`config.mk`:
```
export PLATFORM = sky130hd
export DESIGN_NAME = matrix_operand_loader
export DESIGN_NICKNAME = d
export VERILOG_FILES = /design/src/rtl/matrix_pkg.sv /design/src/rtl/matrix_operand_regs.sv /design/src/rtl/matrix_operand_loader.sv
export SDC_FILE = /design/constraint.sdc
export NUM_CORES = 1
export LEC_CHECK = 0
export ABC_CLOCK_PERIOD_IN_PS = 2800
export BUFFER_PORTS_ARGS = -buffer_cell sky130_fd_sc_hd__clkbuf_2
export CAP_MARGIN = 40
export CORE_MARGIN = 2
export CORE_UTILIZATION = 55
export DETAILED_ROUTE_END_ITERATION = 8
export PLACE_DENSITY = 0.85
export SLEW_MARGIN = 20
export SYNTH_ARGS = -nofsm -noshare
export SYNTH_HDL_FRONTEND = slang
export SYNTH_SLANG_ARGS = --single-unit
```
`constraint.sdc`:
```
create_clock -name clk -period 2.8 [get_ports clk]
set_input_delay 0.56 -clock clk [delete_from_list [all_inputs] [get_ports clk]]
set_output_delay 0.56 -clock clk [all_outputs]
set_load 0.05 [all_outputs]
```
`src/rtl/matrix_pkg.sv`:
```
// Shared sizing constants and FSM encoding for the matrix operand loader.
package matrix_pkg;

    // Element width; each result word has this width too.
    localparam int DATA_W = 32;
    // Width of the product returned by matrix_mult (two result words).
    localparam int RES_W  = 64;
    // Elements per 2x2 matrix.
    localparam int N_ELEM = 4;
    // Slot index width; two matrices give 8 slots, indexed 0..7.
    localparam int IDX_W  = 3;

    // Loader phases: fill operands, let the multiplier settle, stream the result.
    typedef enum logic [1:0] {
        LOAD    = 2'd0,
        EVAL    = 2'd1,
        SEND_LO = 2'd2,
        SEND_HI = 2'd3
    } state_e;

    // True in the two states where a result word is being offered downstream.
    function automatic logic is_send(input state_e s);
        return (s == SEND_LO) || (s == SEND_HI);
    endfunction

endpackage

```
`src/rtl/matrix_operand_regs.sv`:
```
// Operand register bank: one register per matrix element slot, written one
// slot at a time. Slots 0..3 hold matrix 1, slots 4..7 hold matrix 2, both
// row-major. Contents are only replaced by writes, so a partially reloaded
// bank keeps the older words in the slots not yet rewritten.
module matrix_operand_regs
    import matrix_pkg::*;
#(
    parameter int DW = DATA_W,
    parameter int NW = 2 * N_ELEM
) (
    input  logic                 clk,
    input  logic                 rst_n,
    input  logic                 wr_en_i,
    input  logic [IDX_W-1:0]     wr_idx_i,
    input  logic [DW-1:0]        wr_data_i,
    output logic [NW*DW-1:0]     words_o
);

    for (genvar gi = 0; gi < NW; gi++) begin : g_slot
        logic [DW-1:0] word_q;

        // Slot register: cleared by reset, loaded when its index is written.
        always_ff @(posedge clk or negedge rst_n) begin
            if (!rst_n) begin
                word_q <= '0;
            end else if (wr_en_i && (wr_idx_i == IDX_W'(gi))) begin
                word_q <= wr_data_i;
            end
        end

        assign words_o[gi*DW +: DW] = word_q;
    end

endmodule

```
`src/rtl/matrix_operand_loader.sv`:
```
// Write-side front end for the combinational matrix_mult block. Collects eight
// serial words into two 2x2 operand banks, holds them for one evaluation cycle
// while the multiplier settles, captures the 64-bit answer and returns it as
// a low word followed by a high word over a valid/ready handshake.
module matrix_operand_loader #(
    parameter int DATA_W = matrix_pkg::DATA_W,
    parameter int N_ELEM = matrix_pkg::N_ELEM,
    parameter int RES_W  = matrix_pkg::RES_W   // must be 2*DATA_W
) (
    input  logic              clk,
    input  logic              rst_n,
    input  logic              clear,
    input  logic [DATA_W-1:0] in_data,
    input  logic              in_valid,
    output logic              in_ready,
    output logic [DATA_W-1:0] arr1_0,
    output logic [DATA_W-1:0] arr1_1,
    output logic [DATA_W-1:0] arr1_2,
    output logic [DATA_W-1:0] arr1_3,
    output logic [DATA_W-1:0] arr2_0,
    output logic [DATA_W-1:0] arr2_1,
    output logic [DATA_W-1:0] arr2_2,
    output logic [DATA_W-1:0] arr2_3,
    output logic              op_valid,
    input  logic [RES_W-1:0]  ans,
    output logic [DATA_W-1:0] res_data,
    output logic              res_valid,
    input  logic              res_ready,
    output logic              res_last
);

    import matrix_pkg::*;

    localparam int N_SLOT   = 2 * N_ELEM;
    localparam int LAST_IDX = N_SLOT - 1;

    state_e                  state_q;
    state_e                  state_d;
    logic [IDX_W-1:0]        idx_q;
    logic [IDX_W-1:0]        idx_d;
    logic [RES_W-1:0]        result_q;
    logic [RES_W-1:0]        result_d;
    logic                    in_accept;
    logic [N_SLOT*DATA_W-1:0] words;

    // Operand storage; written only by accepted input words.
    matrix_operand_regs #(
        .DW (DATA_W),
        .NW (N_SLOT)
    ) u_regs (
        .clk       (clk),
        .rst_n     (rst_n),
        .wr_en_i   (in_accept),
        .wr_idx_i  (idx_q),
        .wr_data_i (in_data),
        .words_o   (words)
    );

    // Next-state logic: clear overrides everything, including a word offered
    // in the same cycle (it is dropped) and a completing result handshake.
    always_comb begin
        state_d   = state_q;
        idx_d     = idx_q;
        result_d  = result_q;
        in_accept = 1'b0;
        if (clear) begin
            state_d = LOAD;
            idx_d   = '0;
        end else begin
            case (state_q)
                LOAD: begin
                    if (in_valid) begin
                        in_accept = 1'b1;
                        if (idx_q == IDX_W'(LAST_IDX)) begin
                            idx_d   = '0;
                            state_d = EVAL;
                        end else begin
                            idx_d = idx_q + IDX_W'(1);
                        end
                    end
                end
                EVAL: begin
                    // Operands have been stable for a full cycle; take the product.
                    result_d = ans;
                    state_d  = SEND_LO;
                end
                SEND_LO: begin
                    if (res_ready) begin
                        state_d = SEND_HI;
                    end
                end
                SEND_HI: begin
                    if (res_ready) begin
                        state_d = LOAD;
                    end
                end
                default: begin
                    state_d = LOAD;
                    idx_d   = '0;
                end
            endcase
        end
    end

    // State, slot index and captured result registers.
    always_ff @(posedge clk or negedge rst_n) begin
        if (!rst_n) begin
            state_q  <= LOAD;
            idx_q    <= '0;
            result_q <= '0;
        end else begin
            state_q  <= state_d;
            idx_q    <= idx_d;
            result_q <= result_d;
        end
    end

    // Handshake flags decode straight from state, so they are glitch-free
    // and stay put until the state advances.
    assign in_ready  = (state_q == LOAD);
    assign op_valid  = (state_q == EVAL);
    assign res_valid = is_send(state_q);
    assign res_last  = (state_q == SEND_HI);

    // Result word mux; driven only from registered state, so it is stable
    // for as long as the word is offered.
    assign res_data = (state_q == SEND_HI) ? result_q[RES_W-1:DATA_W]
                                           : result_q[DATA_W-1:0];

    // Unpack the operand bank onto the row-major element ports.
    assign arr1_0 = words[0*DATA_W +: DATA_W];
    assign arr1_1 = words[1*DATA_W +: DATA_W];
    assign arr1_2 = words[2*DATA_W +: DATA_W];
    assign arr1_3 = words[3*DATA_W +: DATA_W];
    assign arr2_0 = words[4*DATA_W +: DATA_W];
    assign arr2_1 = words[5*DATA_W +: DATA_W];
    assign arr2_2 = words[6*DATA_W +: DATA_W];
    assign arr2_3 = words[7*DATA_W +: DATA_W];

endmodule

```
; Yosys cells after proc, flatten, opt, wreduce, memory -nomap -nowiden
; Index checks and enable logic that the tools add are counted.
[word_totals]
register_bits = 325
input_bits = 101
output_inout_bits = 292
wordCells = 57
[classes]
n_addsub = 1
bitwise = 1
eq_ne = 14
reduce_logical = 16
muxes = 14
[ops]
columns = operator, n
row1 = 32-bit two-way mux, 1
row2 = 3-bit == test (second input constant), 4
row3 = 3-bit two-way mux, 4
row4 = 2-bit two-way mux, 5
row5 = 3-bit != test (second input constant), 3
row6 = 1-bit logical AND, 8
row7 = 2-bit one-hot mux with 4 select lines, 1
row8 = 3-bit by 2-bit == test with 1-bit output (second input constant), 2
row9 = 2-bit == test (second input constant), 2
row10 = 2-bit AND reduction, 2
row11 = 4-bit AND reduction, 1
row12 = 2-bit nonzero test, 2
row13 = 3-bit by 1-bit adder with 3-bit output (second input constant), 1
row14 = 3-bit by 1-bit == test with 1-bit output (second input constant), 1
row15 = 3-bit zero test, 1
row16 = 1-bit two-way mux, 3
row17 = 3-bit by 2-bit != test with 1-bit output (second input constant), 1
row18 = 2-bit by 1-bit == test with 1-bit output (second input constant), 1
row19 = 2-bit zero test, 1
row20 = 1-bit logical OR, 1
row21 = 1-bit inverter, 1

; Depth between registers and ports, before layout
[logic_depth]
depth_word = 5
mapped_depth = 8
depth_no_buf = 5

; Modules after synthesis
; From an unflattened synthesis, not the netlist that was laid out.
[unflattened]
cells_unflattened = 758
hier_area_um2 = 12778.5
[modules_own_cells]
columns = module, seq_area_each_um2, instances, area_each_um2, cells_each
row1 = matrix_operand_regs, 6406.1, 1, 9613.0, 551
row2 = matrix_operand_loader, 1726.7, 1, 3165.5, 207

; Least setup slack after synthesis
; No wires, ideal clock.
[synth_path]
path_kind = reg-to-output
start = register state_q[0]
end = output res_data[10]
required_time_ps = 2240
arrival_ps = 1985
path_stages_with_launch = 5
slack_ps = 255
path_cell_list = dfrtp_1 -> ha_1 -> clkbuf_1 -> clkbuf_1 -> mux2_2
[synth_via]
elab_chain_len = 2
[synth_lines]
columns = element, line_no
row1 = "start, declared", matrix_operand_loader.sv:37  ; state_e state_q;
row2 = "start signal, assigned", matrix_operand_loader.sv:112  ; state_q <= state_d;
row3 = 2-bit == test, n/a
row4 = named net res_last, matrix_operand_loader.sv:29  ; output logic res_last
row5 = 32-bit two-way mux, matrix_operand_loader.sv:127  ; assign res_data = (state_q == SEND_HI) ? result_q[RES_W-1:DATA_W]
row6 = "end, declared", matrix_operand_loader.sv:26  ; output logic [DATA_W-1:0] res_data,
; The timed path passes the listed nets, and every way through them passes these cells.

; Worst setup path after layout
[layout_path]
start = register state_q[0]
end = output res_data[15]
[layout_via]
elab_chain_len = 2
[layout_lines]
columns = element, line_no
row1 = 2-bit == test, matrix_operand_loader.sv:127
row2 = 32-bit two-way mux, matrix_operand_loader.sv:127
; Every way passes these cells.

==> impl.org <==
** Setup path
- On the worst path, the slowest cell contributes a delay of 0.40 ns.
- Walking the worst path, the cells encountered are ha_1 > buf_12 > mux2_2 > clkbuf_2.
- Nature of the critical path startpoint :: flip-flop
- STA classifies the critical path endpoint as a primary output.
- Cell family with most CP delay :: buffers and inverters
- On the critical path, the stage with the largest delay is an instance of sky130_fd_sc_hd__dfrtp_1.
- Maximum fanout encountered on the critical timing path :: 35
- Worst Path Buf+Inv :: 2
- For the worst setup path, the data required time is 2.24 ns.
- For the worst setup path, the data arrival time is 1.99 ns.
- Worst setup path class :: reg -> out

** Routing
- Routed wire length :: 31500 um
- Number of nets with antenna violations after routing :: 0
- The routed layout has 8091 vias.
- In the final routed layout, each cell accounts on average for 20.8 um.
- Violation count after the first detailed-routing iteration :: 450
- Post-route DRC :: 0
- The first detailed-routing pass took 4 iterations.
- Dividing the detail-routed via count by the number of cells gives 5.35.

** Clocking
- Post-CTS Setup Inserts :: 0
- Post-CTS repair changed the size of 0 cells.
- Clock Tree Root :: sky130_fd_sc_hd__clkbuf_16
- The clock tree synthesis step divided the H-tree into 2 levels.
- Clock tree from TritonCTS :: yes
- The clock reaches the later pin of the worst-skew pair after 0.50 ns.
- Hold buffers post-CTS :: 0
- Maximum clock insertion buffer count :: 3
- Clk sinks :: 325
- Counting the buffers created by CTS gives 34.
- Clock-pin slew was measured on the worst setup and hold paths at 0.06 ns.

** Power
- The analysis attributes to net switching a power of 10.4 mW.
- Portion of total power attributed to the clock network :: 0.206
- Switching Share :: 0.461
- For this design the static power due to leakage is 8.53 nW.
- Ratio of total power to cell area :: 1370 mW/mm2
- Power share of the sequential group :: 0.336
- Internal power component :: 12.1 mW
- The share of total power dissipated in combinational logic is 0.458.
- Max rail drop VDD :: 0.000914 V

** STA
- Clock period minus worst slack :: 2.55 ns
- RSZ-0062 raised after global routing :: no
- Least-Margin Pin Slew :: 0.620 ns
- Highest attainable clock frequency :: 0.392 GHz
- In this run the tightest slew margin relative to its limit is 0.586.
- Worst Skew :: 0.0127 ns
- The number of hold violations in the final report came to 0.
- Max-slew violation count :: 0
- Post-route worst hold slack :: 0.0409 ns
- Post-route fraction of the period consumed by the critical path :: 0.911
- Setup total negative slack on the finished layout was measured at 0 ns.
- Setup violations remaining at the end of the flow were counted as 0.

** Logic synthesis
- The share of synthesized area in the top cell type comes to 0.634.
- In this run the mean area of a mapped cell was 16.8 um2.
- Yosys attributes the largest share of cell area to sky130_fd_sc_hd__dfrtp_1 63%, sky130_fd_sc_hd__mux2_2 22%, sky130_fd_sc_hd__mux2_1 5.9%, sky130_fd_sc_hd__mux2_4 3.5%, sky130_fd_sc_hd__ha_1 0.98%.
- The synthesized design spends more area on one cell type than any other, namely sky130_fd_sc_hd__dfrtp_1.
- Number of unique standard cell types used by synthesis :: 30
- Leading cell types by count after synthesis :: 325 x sky130_fd_sc_hd__dfrtp_1, 255 x sky130_fd_sc_hd__mux2_2, 67 x sky130_fd_sc_hd__mux2_1, 30 x sky130_fd_sc_hd__mux2_4, 21 x sky130_fd_sc_hd__buf_2
- Counting flops with a built-in enable in the synthesized netlist gives 0.
- Yosys instantiated no cell more often than sky130_fd_sc_hd__dfrtp_1.
- Number of register bits inferred by synthesis :: 325
- Post-synthesis async set-or-reset flop share :: 1.00
- Of the synthesized area, sequential elements account for 0.634.
- Count of mapped cells out of synthesis :: 763
- Yosys printed 0 warnings.
- Synth Cell Area :: 0.0128 mm2
- Among all flip-flop cells after synthesis, the most frequent one is sky130_fd_sc_hd__dfrtp_1.
- Total nets after synthesis :: 874

** Die
- Placement row count :: 55
- The core region is 0.0228 mm2.
- From left edge to right edge, the die measures 157 um.
- 393 I/O pins were placed.
- Overall die area :: 0.0245 mm2
- From bottom edge to top edge, the die measures 157 um.
- Starting utilization of the core area :: 0.563

** Final layout
- Total of fill cells in the finished design :: 1444
- Footprint of the multi-input gates :: 0.00445 mm2
- Across the whole layout, storage elements account for 0.00813 mm2.
- Fraction of layout instances using a drive strength above 1 :: 0.639
- Area growth from synthesis to layout :: 28.0%
- For this run, the post-layout net count is 1285.

** Worst hold path
- The min-delay analysis places its worst path in the category in -> async.

** Global routing
- Number of global-route vias before repair :: 8592
- Overall overflow remaining after global route :: 0
- Pin count of the biggest net entering global routing :: 88
- Wire length of the first global-routing pass :: 48900 um
- Number of antenna violations at the first check in global routing :: 1
- For this run, the total global-route usage over all layers was measured as 0.259.

** Placed design
- After legalization and detailed placement, the total HPWL measured 21700 um.
- Final estimated routing congestion in global placement :: 0.832
- Number of port buffers :: 392

** Job
- Across the run, the number of max-cap violations was 0.

** Status
- Outcome :: finished clean
==> power by group through the flow <==
stage                     Sequential [mW]  Combinational, mW  Clock [mW]
after floorplan                      12.3               3.01           0
after global placement               7.50               10.2           0
after detailed placement             7.61               10.4           0
after CTS                            7.56               10.4        4.70
after global routing                 7.77               10.7        4.89
final                                7.57               10.3        4.63
==> cells by family (layout without fill, tap and decap cells) <==
| family | after synthesis | count (layout) | share of synthesized area |
|---|---|---|---|
| mux | 353 | 353 | 0.319 |
| flops | 325 | 325 | 0.634 |
| buf+inv | 46 | 480 | 0.0205 |
| simple gates | 21 | 21 | 0.0117 |
| fa+ha+maj | 10 | 10 | 0.00976 |
| compound gates | 8 | 8 | 0.00498 |
| other cells | 0 | 1 | 0 |
==> registers in the layout (all words and copies together) (netlist names) <==
signal,cells
state_q,2
idx_q,3
result_q,64
u_regs.g_slot.word_q,256
==> final cells by class <==
| cell class | count | share of cell area |
|---|---|---|
| antenna | 1 | 0.000153 |
| clock buffer | 53 | 0.0656 |
| clock inverter | 6 | 0.00534 |
| inverter | 7 | 0.00160 |
| multi-input combinational | 392 | 0.271 |
| sequential | 325 | 0.496 |
| tap | 313 | 0.0239 |
| timing repair buffer | 414 | 0.136 |
==> metrics by stage <==
| stage | worst slack, ns | util | area, um2 | std cells | power, mW |
|---|---|---|---|---|---|
| after floorplan | 0.255 | - | 12800 | 763 | 15.3 |
| after global placement | 0.709 | 0.669 | 15200 | 1451 | 17.7 |
| after detailed placement | 0.625 | 0.669 | 15200 | 1451 | 18.0 |
| after CTS | 0.233 | 0.720 | 16400 | 1510 | 22.6 |
| after global routing | 0.165 | 0.720 | 16400 | 1511 | 23.4 |
| final | 0.249 | 0.720 | 16400 | 1511 | 22.5 |
==> path summary, 6_finish.rpt <==
path,start,end,slack [ns],cells past startpoint
worst max-delay path,state_q[0]$_DFFE_PN0P_,res_data[15],0.25,4
worst min-delay path,rst_n,u_regs.g_slot[5].word_q[11]$_DFFE_PN0P_,0.04,1
worst max register to register,state_q[0]$_DFFE_PN0P_,u_regs.g_slot[3].word_q[7]$_DFFE_PN0P_,0.60,6
worst min register to register,u_regs.g_slot[6].word_q[8]$_DFFE_PN0P_,u_regs.g_slot[6].word_q[8]$_DFFE_PN0P_,0.48,1
max in group asynchronous,rst_n,u_regs.g_slot[1].word_q[22]$_DFFE_PN0P_,1.87,2
min in group clk,ans[5],result_q[5]$_DFFE_PN0P_,0.29,2
==> cell usage in the layout (no fill, tap or decap), types with 3 or more instances in the layout <==
cell and count:
sky130_fd_sc_hd__inv_1 6, sky130_fd_sc_hd__mux2_4 30, sky130_fd_sc_hd__clkbuf_1 7, sky130_fd_sc_hd__clkbuf_8 9
sky130_fd_sc_hd__ha_1 10, sky130_fd_sc_hd__mux2_1 67, sky130_fd_sc_hd__mux2_2 255, sky130_fd_sc_hd__buf_12 8
sky130_fd_sc_hd__nand2_1 3, sky130_fd_sc_hd__dfrtp_1 325, sky130_fd_sc_hd__clkbuf_16 37, sky130_fd_sc_hd__clkbuf_2 391
sky130_fd_sc_hd__nor2_1 3, sky130_fd_sc_hd__buf_4 14
==> worst reg2reg max path, delay by kind of cell (launching register included) <==
kind	cells	cell delay [ns]
flops	1	0.41
fa+ha+maj	1	0.33
simple gates	2	0.60
buf+inv	2	0.40
mux	1	0.34
==> metal layers <==
metal  track usage  up-vias  share of wire
met4         0.104        0          0.037
li1              -     3534              -
met2         0.437      317           0.50
met3        0.0690       82          0.068
met5             0        -              0
met1         0.318     4158           0.39
No activity file was read; power rests on OpenSTA's default activity.
